## config.mk

```make
export PLATFORM = sky130hd
export DESIGN_NAME = memoria_programa_carregavel_flat
export DESIGN_NICKNAME = d
export VERILOG_FILES = /design/src/rtl/memoria_programa_carregavel_if.sv /design/src/rtl/memoria_programa_carregavel.sv /design/src/flat_wrapper.sv
export SDC_FILE = /design/constraint.sdc
export NUM_CORES = 1
export LEC_CHECK = 0
export CAP_MARGIN = 20
export CORE_MARGIN = 5
export CORE_UTILIZATION = 45
export DETAILED_ROUTE_END_ITERATION = 8
export GPL_TIMING_DRIVEN = 0
export PLACE_DENSITY = 0.62
export SETUP_SLACK_MARGIN = 0.02
export SYNTH_ARGS = -nofsm -noshare
export SYNTH_HDL_FRONTEND = slang
export SYNTH_SLANG_ARGS = --single-unit
```

## constraint.sdc

```tcl
create_clock -name clock -period 3.5 [get_ports clock]
set_clock_uncertainty 0.05 [all_clocks]
set_input_delay 1.05 -clock clock [delete_from_list [all_inputs] [get_ports clock]]
set_output_delay 1.05 -clock clock [all_outputs]
set_load 0.05 [all_outputs]
```

## src/rtl/memoria_programa_carregavel_if.sv

```systemverilog
// -----------------------------------------------------------------------------
// memoria_programa_carregavel_if
//
// Bundles the fetch port and the streaming loader port of the loadable program
// memory, so the fetch stage / boot loader and the memory share one connection.
//
// Signals:
//   fetch_req, fetch_addr      : read request and address (master -> slave)
//   q, q_valid                 : registered read data and its one-cycle strobe
//   busy                       : memory is loading or clearing, fetches ignored
//   load_start                 : begin a new program load
//   load_data, load_valid,
//   load_last, load_ready      : valid/ready word stream, last word qualified
//   load_count                 : words accepted by the current/last load
//   load_done                  : one-cycle pulse on return to normal operation
//   load_error                 : sticky overflow flag
//
// Modports: master = fetch stage / host, slave = the program memory.
// -----------------------------------------------------------------------------
interface memoria_programa_carregavel_if #(
    parameter int DATA_WIDTH = 16,
    parameter int ADDR_WIDTH = 5
);
    logic                  fetch_req;
    logic [ADDR_WIDTH-1:0] fetch_addr;
    logic [DATA_WIDTH-1:0] q;
    logic                  q_valid;
    logic                  busy;
    logic                  load_start;
    logic [DATA_WIDTH-1:0] load_data;
    logic                  load_valid;
    logic                  load_last;
    logic                  load_ready;
    logic [ADDR_WIDTH:0]   load_count;
    logic                  load_done;
    logic                  load_error;

    modport master (
        output fetch_req, fetch_addr, load_start, load_data, load_valid, load_last,
        input  q, q_valid, busy, load_ready, load_count, load_done, load_error
    );

    modport slave (
        input  fetch_req, fetch_addr, load_start, load_data, load_valid, load_last,
        output q, q_valid, busy, load_ready, load_count, load_done, load_error
    );
endinterface

```

## src/rtl/memoria_programa_carregavel.sv

```systemverilog
// -----------------------------------------------------------------------------
// memoria_programa_carregavel
//
// Program memory for the stack CPU with a built-in streaming loader.
// In RUN it serves one registered fetch per cycle. On load_start it accepts a
// new program as a valid/ready stream written from address 0, and (when
// CLEAR_TAIL=1) zero-fills every address after the last loaded word so no
// stale instructions survive.
//
// Ports:
//   clock : sole clock, rising edge
//   reset : synchronous, active-high; returns to RUN, RAM contents untouched
//   bus   : slave side of memoria_programa_carregavel_if (fetch + loader)
//
// Parameters:
//   DATA_WIDTH : instruction word width
//   ADDR_WIDTH : address width, DEPTH = 2**ADDR_WIDTH
//   CLEAR_TAIL : 1 = zero-fill after the last loaded word, 0 = leave it
// -----------------------------------------------------------------------------
module memoria_programa_carregavel #(
    parameter int DATA_WIDTH = 16,
    parameter int ADDR_WIDTH = 5,
    parameter bit CLEAR_TAIL = 1'b1
) (
    input logic                         clock,
    input logic                         reset,
    memoria_programa_carregavel_if.slave bus
);

    localparam int DEPTH = 2 ** ADDR_WIDTH;
    localparam logic [ADDR_WIDTH-1:0] LAST_ADDR = '1;
    localparam logic [ADDR_WIDTH-1:0] ADDR_ONE  = ADDR_WIDTH'(1);
    localparam logic [ADDR_WIDTH:0]   COUNT_ONE = (ADDR_WIDTH + 1)'(1);

    typedef enum logic [1:0] {
        RUN   = 2'd0,
        LOAD  = 2'd1,
        CLEAR = 2'd2
    } state_t;

    state_t                state_q, state_d;
    logic [ADDR_WIDTH-1:0] wp_q, wp_d;
    logic [DATA_WIDTH-1:0] q_q, q_d;
    logic                  q_valid_q, q_valid_d;
    logic [ADDR_WIDTH:0]   load_count_q, load_count_d;
    logic                  load_done_q, load_done_d;
    logic                  load_error_q, load_error_d;

    logic                  ram_we;
    logic [DATA_WIDTH-1:0] ram_wdata;
    logic [DATA_WIDTH-1:0] ram [DEPTH];

    // Next-state and datapath decisions for the RUN/LOAD/CLEAR controller.
    // Writes always go to wp_q; the write data is the streamed word in LOAD
    // and zero in CLEAR.
    always_comb begin
        state_d      = state_q;
        wp_d         = wp_q;
        q_d          = q_q;
        q_valid_d    = 1'b0;
        load_count_d = load_count_q;
        load_done_d  = 1'b0;
        load_error_d = load_error_q;
        ram_we       = 1'b0;
        ram_wdata    = bus.load_data;

        case (state_q)
            RUN: begin
                if (bus.fetch_req) begin
                    q_d       = ram[bus.fetch_addr];
                    q_valid_d = 1'b1;
                end
                if (bus.load_start) begin
                    state_d      = LOAD;
                    wp_d         = '0;
                    load_count_d = '0;
                    load_error_d = 1'b0;
                end
            end

            LOAD: begin
                if (bus.load_valid) begin
                    ram_we       = 1'b1;
                    load_count_d = load_count_q + COUNT_ONE;
                    // The pointer stops at the top address so a full memory
                    // never wraps back onto word 0.
                    if (wp_q != LAST_ADDR) begin
                        wp_d = wp_q + ADDR_ONE;
                    end
                    if (bus.load_last) begin
                        if (CLEAR_TAIL && (wp_q != LAST_ADDR)) begin
                            state_d = CLEAR;
                        end else begin
                            state_d     = RUN;
                            load_done_d = 1'b1;
                        end
                    end else if (wp_q == LAST_ADDR) begin
                        load_error_d = 1'b1;
                        state_d      = RUN;
                        load_done_d  = 1'b1;
                    end
                end
            end

            CLEAR: begin
                ram_we    = 1'b1;
                ram_wdata = '0;
                if (wp_q == LAST_ADDR) begin
                    state_d     = RUN;
                    load_done_d = 1'b1;
                end else begin
                    wp_d = wp_q + ADDR_ONE;
                end
            end

            default: begin
                state_d = RUN;
            end
        endcase

        // A reset cycle aborts the load without touching memory.
        if (reset) begin
            ram_we = 1'b0;
        end
    end

    // Control and output registers, synchronously reset to the idle RUN state.
    always_ff @(posedge clock) begin
        if (reset) begin
            state_q      <= RUN;
            wp_q         <= '0;
            q_q          <= '0;
            q_valid_q    <= 1'b0;
            load_count_q <= '0;
            load_done_q  <= 1'b0;
            load_error_q <= 1'b0;
        end else begin
            state_q      <= state_d;
            wp_q         <= wp_d;
            q_q          <= q_d;
            q_valid_q    <= q_valid_d;
            load_count_q <= load_count_d;
            load_done_q  <= load_done_d;
            load_error_q <= load_error_d;
        end
    end

    // Storage array: no reset, so a reset mid-load keeps the words written.
    always_ff @(posedge clock) begin
        if (ram_we) begin
            ram[wp_q] <= ram_wdata;
        end
    end

    assign bus.q          = q_q;
    assign bus.q_valid    = q_valid_q;
    assign bus.busy       = (state_q != RUN);
    assign bus.load_ready = (state_q == LOAD);
    assign bus.load_count = load_count_q;
    assign bus.load_done  = load_done_q;
    assign bus.load_error = load_error_q;

endmodule

```

## src/flat_wrapper.sv

```systemverilog
// flat-port wrapper written by rule: the top's interface ports become plain ports
module memoria_programa_carregavel_flat 
#(
    parameter int DATA_WIDTH = 16,
    parameter int ADDR_WIDTH = 5,
    parameter bit CLEAR_TAIL = 1'b1
)
  (clock, reset, bus_fetch_req, bus_fetch_addr, bus_load_start, bus_load_data, bus_load_valid, bus_load_last, bus_q, bus_q_valid, bus_busy, bus_load_ready, bus_load_count, bus_load_done, bus_load_error);
  memoria_programa_carregavel_if #(.DATA_WIDTH(DATA_WIDTH), .ADDR_WIDTH(ADDR_WIDTH)) bus_i ();
  input logic clock;
  input logic reset;
  input wire logic [$bits(bus_i.fetch_req)-1:0] bus_fetch_req;
  input wire logic [$bits(bus_i.fetch_addr)-1:0] bus_fetch_addr;
  input wire logic [$bits(bus_i.load_start)-1:0] bus_load_start;
  input wire logic [$bits(bus_i.load_data)-1:0] bus_load_data;
  input wire logic [$bits(bus_i.load_valid)-1:0] bus_load_valid;
  input wire logic [$bits(bus_i.load_last)-1:0] bus_load_last;
  output wire logic [$bits(bus_i.q)-1:0] bus_q;
  output wire logic [$bits(bus_i.q_valid)-1:0] bus_q_valid;
  output wire logic [$bits(bus_i.busy)-1:0] bus_busy;
  output wire logic [$bits(bus_i.load_ready)-1:0] bus_load_ready;
  output wire logic [$bits(bus_i.load_count)-1:0] bus_load_count;
  output wire logic [$bits(bus_i.load_done)-1:0] bus_load_done;
  output wire logic [$bits(bus_i.load_error)-1:0] bus_load_error;
  assign bus_i.fetch_req = bus_fetch_req;
  assign bus_i.fetch_addr = bus_fetch_addr;
  assign bus_i.load_start = bus_load_start;
  assign bus_i.load_data = bus_load_data;
  assign bus_i.load_valid = bus_load_valid;
  assign bus_i.load_last = bus_load_last;
  assign bus_q = bus_i.q;
  assign bus_q_valid = bus_i.q_valid;
  assign bus_busy = bus_i.busy;
  assign bus_load_ready = bus_i.load_ready;
  assign bus_load_count = bus_i.load_count;
  assign bus_load_done = bus_i.load_done;
  assign bus_load_error = bus_i.load_error;
  memoria_programa_carregavel #(.DATA_WIDTH(DATA_WIDTH), .ADDR_WIDTH(ADDR_WIDTH), .CLEAR_TAIL(CLEAR_TAIL)) u_core (.clock(clock), .reset(reset), .bus(bus_i));
endmodule
```

# Word level (Yosys, flattened, before mapping)
# Memories as Yosys holds them, arrays and structs flattened. A register that Yosys moved wholly into a read port is not among the register bits.
# Cells that the tools add are included.
[totals] mem_bits_rw=512 out_inout_bits=27 reg_bits=16 memories=1 input_bits=27 elab_cells=61
[mem_list] memory="u_core.ram" words=32 width=16 read_ports=1 rd_clocked_by_memory_dff=1 write_ports=1 line="memoria_programa_carregavel.sv:51" text="logic [DATA_WIDTH-1:0] ram [DEPTH];"
[op_classes] n_reduce_logical=10 n_mux=31 n_bitwise=1 addsub=2 n_eq_ne=10
[ops] cell="$mux W5" n=4
[ops] cell="$mux W16" n=1
[ops] cell="$pmux W5 S3" n=1
[ops] cell="$mux W1" n=13
[ops] cell="$mux W6" n=2
[ops] cell="$pmux W6 S2" n=1
[ops] cell="$mux W2" n=5
[ops] cell="$reduce_and A5 Y1" n=2
[ops] cell="$ne A2 B2 Y1 const B" n=4
[ops] cell="$add A6 B1 Y6 const B" n=1
[ops] cell="$pmux W1 S2" n=3
[ops] cell="$pmux W2 S3" n=1
[ops] cell="$add A5 B1 Y5 const B" n=1
[ops] cell="$eq A5 B5 Y1 const B" n=1
[ops] cell="$ne A5 B5 Y1 const B" n=1
[ops] cell="$ne A2 B1 Y1 const B" n=2
[ops] cell="$reduce_and A2 Y1" n=2
[ops] cell="$reduce_bool A2 Y1" n=2
[ops] cell="$reduce_and A3 Y1" n=1
[ops] cell="$reduce_bool A3 Y1" n=1
[ops] cell="$eq A2 B1 Y1 const B" n=1
[ops] cell="$eq A2 B2 Y1 const B" n=1
[ops] cell="$logic_not A2 Y1" n=1
[ops] cell="$reduce_or A2 Y1" n=1
[ops] cell="$not A1 Y1" n=1

# Longest topological paths before layout
[depth] ltp_word=5 depth_mapped=8 ltp_nobuf=8

# Least setup slack after synthesis
# OpenSTA, ideal clock, no wires.
[synth_timing] path_kind="register -> register" from="reg u_core.state_q[1]" to="mem u_core.ram[28][0], enable pin" t_arrival_ns=2.337 path_slack_ns=0.724 required_time_ns=3.062 stages_incl_launch_ff=8 synth_period_minus_slack_ns=2.776 n_path_buf=1 setup_ns=0.388 cell_sequence="dfxtp_1 -> inv_1 -> ha_1 -> clkbuf_1 -> a21oi_1 -> nor2_1 -> nand2_1 -> nor2_1"
[synth_via] elab_chain_len=5 word_cells_on_any_way=6 classes_between="2 x eq/ne; 4 x mux"
[synth_rtl] element="from (decl)" line="memoria_programa_carregavel.sv:41" text="state_t state_q, state_d;"
[synth_rtl] element="from (signal assigned)" line="memoria_programa_carregavel.sv:138" text="state_q <= state_d;"
[synth_rtl] element="$eq A2 B1 Y1"
[synth_rtl] element="net bus_load_ready" line="flat_wrapper.sv:21" text="output wire logic [$bits(bus_i.load_ready)-1:0] bus_load_ready;"
[synth_rtl] element="$pmux W1 S2" line="memoria_programa_carregavel.sv:67" text="case (state_q)"
[synth_rtl] element="$mux W1" line="memoria_programa_carregavel.sv:122" text="if (reset) begin"
[synth_rtl] element="$mux W1" line="memoria_programa_carregavel.sv:150" text="if (ram_we) begin"
[synth_rtl] element="$mux W1 (implied by the code)" line="memoria_programa_carregavel.sv:151" text="ram[wp_q] <= ram_wdata;"
[synth_rtl] element="to (decl)" line="memoria_programa_carregavel.sv:51"
# The timed path passes the listed nets, and every way through them passes these cells.

==> impl_metrics.csv <==
group,metric,value,unit
synth,async_flop_share,0,%
global_route,grtUsageMet2,34.4,%
layout,final_cells,2087,
layout,design_area,25400,um2
sta,finalCritPeriodShare,99.0,%
sta,setup_viol,0,
global_route,grt_use_total,21.8,%
synth,yosysTopAreaCell,"edfxtp_1",
clocking,cts_tree,"done",
detailed_routing,ant_nets,0,
global_route,grt_pass1_wl,83400,um
critical_path,arrival,3.86,ns
die,core,47500,um2
global_route,met1_usage,29.6,%
synth,ys_top_cells_by_count,"edfxtp_1, mux2i_1, a22oi_1",
synth,synth_most_common_cell,"edfxtp_1",
placed_design,post-place-cells,1981,
layout,area_delta_synth_final,17.7,%
synth,syn_area,21600,um2
synth,ys_top_cells_by_area,"edfxtp_1, mux2i_1, a22oi_1, dfxtp_1, a21oi_1",
hold_path,min_path_type,"reg2reg",
run_status,status,"finished, final reports clean",
placed_design,placed_cell_area,23700,um2
clocking,clockBufferDepth,3,
clocking,path_clk_slew,0.06,ns
die,die_h,229,um
critical_path,cp_max_fo,10,
detailed_routing,via_count,12200,
power,power_per_cell_area,546,nW/um2
sta,maxSlewViolCount,0,
critical_path,cp-end-kind,"flip-flop",
sta,rsz0062_at_grt,"false",
die,initial_core_util,45.4,%
synth,synth_seq_cells,544,
global_route,grt_pass1_vias,12000,
detailed_routing,dr.pass1.iters,5,
synth,syn_nets,1312,
layout,final_net_count,1461,
detailed_routing,wirelength,58500,um
power,p_leak,8.76,nW
global_route,grtUsageMet3,6.74,%
layout,drive_above_1_share,15.0,%
synth,synth_edf_count,512,
die,io_pins,54,
flow_run,drv_cap,0,
sta,worst_pin_slew,0.985,ns
synth,ys.flop_type,"edfxtp_1",
clocking,clock_sinks,544,
synth,syn_inst,1274,
synth,ys_types,35,
die,die_area,52400,um2
clocking,holdBufCountCts,0,
synth,yosysSeqAreaShare,74.2,%
critical_path,crit_type,"in2reg",
clocking,cts_root_buf,"clkbuf_16",
placed_design,place_congestion,0.920,
critical_path,crit_required,3.89,ns
critical_path,start_kind,"primary input",
clocking,h-tree-depth,2,
sta,max_freq,289,MHz
critical_path,crit_family,"buffers and inverters",
sta,final.min_clock_period,3.46,ns
clocking,numCtsBuffers,55,
critical_path,cp_cell_sequence,"clkdlybuf4s50_1 > nor2_2 > buf_1 > a22oi_1 > a21oi_1 > or4_1 > a211oi_2",
synth,synth.top_cell.area_share,71.2,%
power,vdd_drop_max,0.351,mV
sta,final-hold-violation-count,0,
placed_design,io_buffers,52,
global_route,gr-total-overflow,0,
power,finalPower,13.9,mW
detailed_routing,first_iter_violations,1230,
die,fp.dieW,229,um
clocking,clock_latency,0.62,ns
die,row_count,80,
synth,yosysWarningCount,0,
global_route,busiest_layer,"met2",
detailed_routing,via_per_inst,5.84,
critical_path,critPathBufInv,2,
detailed_routing,drcViolationCount,0,
detailed_routing,post_drt_wl_per_cell,28.0,um
critical_path,max_stage_delay,0.69,ns
placed_design,hpwlAfterDp,39300,um
synth,syn_area_per_cell,16.9,um2
sta,slew_headroom,34.4,%
global_route,grt_max_degree,33,
critical_path,cp_slowest_cell,"buf_1",
global_route,antenna_found_initial,4,
layout,fillerInstances,3797,
timing repair:
item | CTS | global route
gates resized for setup | 3 | 13
cloned | 0 | 0
buffers inserted | 0 | 0
endpoints found under the setup margin | 11 | 63
through the flow:
stage	hold slack (ns)	setup WS (ns)	util, %	setup TNS, ns
final	0.457	0.0359	53.4	0
after global routing	0.492	0.0213	53.4	0
after CTS	0.463	0.0219	53.3	0
after detailed placement	0.432	-0.772	49.8	-34.11
after global placement	0.436	-0.873	48.1	-616.90
after floorplan	0.427	0.724	-	0
power by group:
part | leakage [nW] | switching (mW) | internal [mW]
Clock | 0.837 | 2.42 | 3.15
Sequential | 4.87 | 0.0441 | 7.17
Combinational | 3.06 | 0.730 | 0.348
per-layer routing:
layer | up-vias | part of all wire [%]
li1 | 5351 | -
met1 | 6188 | 41
met2 | 543 | 46
met3 | 97 | 9.7
met4 | 4 | 2.9
met5 | - | 0.044
tightest hold or removal path: cells and delay by family (launching register included):
| kind | cells | cell delay [ns] |
|---|---|---|
| compound gates | 1 | 0.06 |
| flops | 1 | 0.33 |
| simple gates | 1 | 0.08 |
final timing paths:
check / startpoint / endpoint / slack (ns) / depth (start not counted)
worst min-delay path: u_core.bus.load_error$_SDFFE_PP0P_ / u_core.bus.load_error$_SDFFE_PP0P_ / 0.46 / 2
worst min register to register: u_core.bus.load_error$_SDFFE_PP0P_ / u_core.bus.load_error$_SDFFE_PP0P_ / 0.46 / 2
worst max register to register: u_core.state_q[0]$_SDFFE_PP0P_ / u_core.ram[23][3]$_DFFE_PP_ / 0.43 / 7
worst max-delay path: bus_fetch_addr[2] / u_core.bus.q[10]$_SDFFE_PP0P_ / 0.04 / 7
kinds of logic (layout without fill, tap and decap cells):
logic type | after synthesis | count (layout) | synth area share, %
flops | 544 | 544 | 74.2
mux | 256 | 256 | 11.9
compound gates | 228 | 228 | 7.46
simple gates | 147 | 147 | 3.42
buf+inv | 84 | 280 | 2.23
fa+ha+maj | 11 | 11 | 0.638
xor+xnor | 4 | 4 | 0.162
other cells | 0 | 2 | 0
cell type report:
| cell class | instances | area (um2) | area share (%) |
|---|---|---|---|
| Antenna cell | 2 | 5.00 | 0.0197 |
| Buffer | 75 | 453 | 1.78 |
| Clock buffer | 75 | 1500 | 5.91 |
| Clock inverter | 29 | 194 | 0.764 |
| Inverter | 8 | 30.0 | 0.118 |
| Multi-Input combinational cell | 646 | 5260 | 20.7 |
| Sequential cell | 544 | 16000 | 63.1 |
| Tap cell | 615 | 769 | 3.03 |
| Timing Repair Buffer | 93 | 1170 | 4.59 |
flip-flops by register name, indices dropped and copies added (netlist names):
register / count
u_core.ram: 512
u_core.bus.q: 16
u_core.bus.load_count: 6
u_core.wp_q: 5
u_core.state_q: 2
u_core.bus.load_done: 1
u_core.bus.load_error: 1
u_core.bus.q_valid: 1
cell usage in the layout (no fill, tap or decap), types with 4 or more instances in the layout:
cell,instances
clkdlybuf4s50_1,52
nor2_4,4
or4_1,16
clkbuf_2,5
clkinv_1,13
buf_4,15
clkbuf_8,5
dfxtp_1,32
edfxtp_1,512
nor2b_1,6
a22oi_1,129
buf_16,5
clkbuf_1,46
o21ai_0,4
nor2b_2,10
clkinv_2,10
nor2b_4,6
nand2_1,15
inv_1,8
mux2i_1,256
clkbuf_16,55
nor2_1,35
nor2_2,29
a32oi_1,5
a21oi_1,69
a211oi_2,16
ha_1,11
buf_6,18
nand3_1,5
buf_8,29
inv_6,4
xor2_1,4
buf_1,11
No activity file was read; power rests on OpenSTA's default activity.
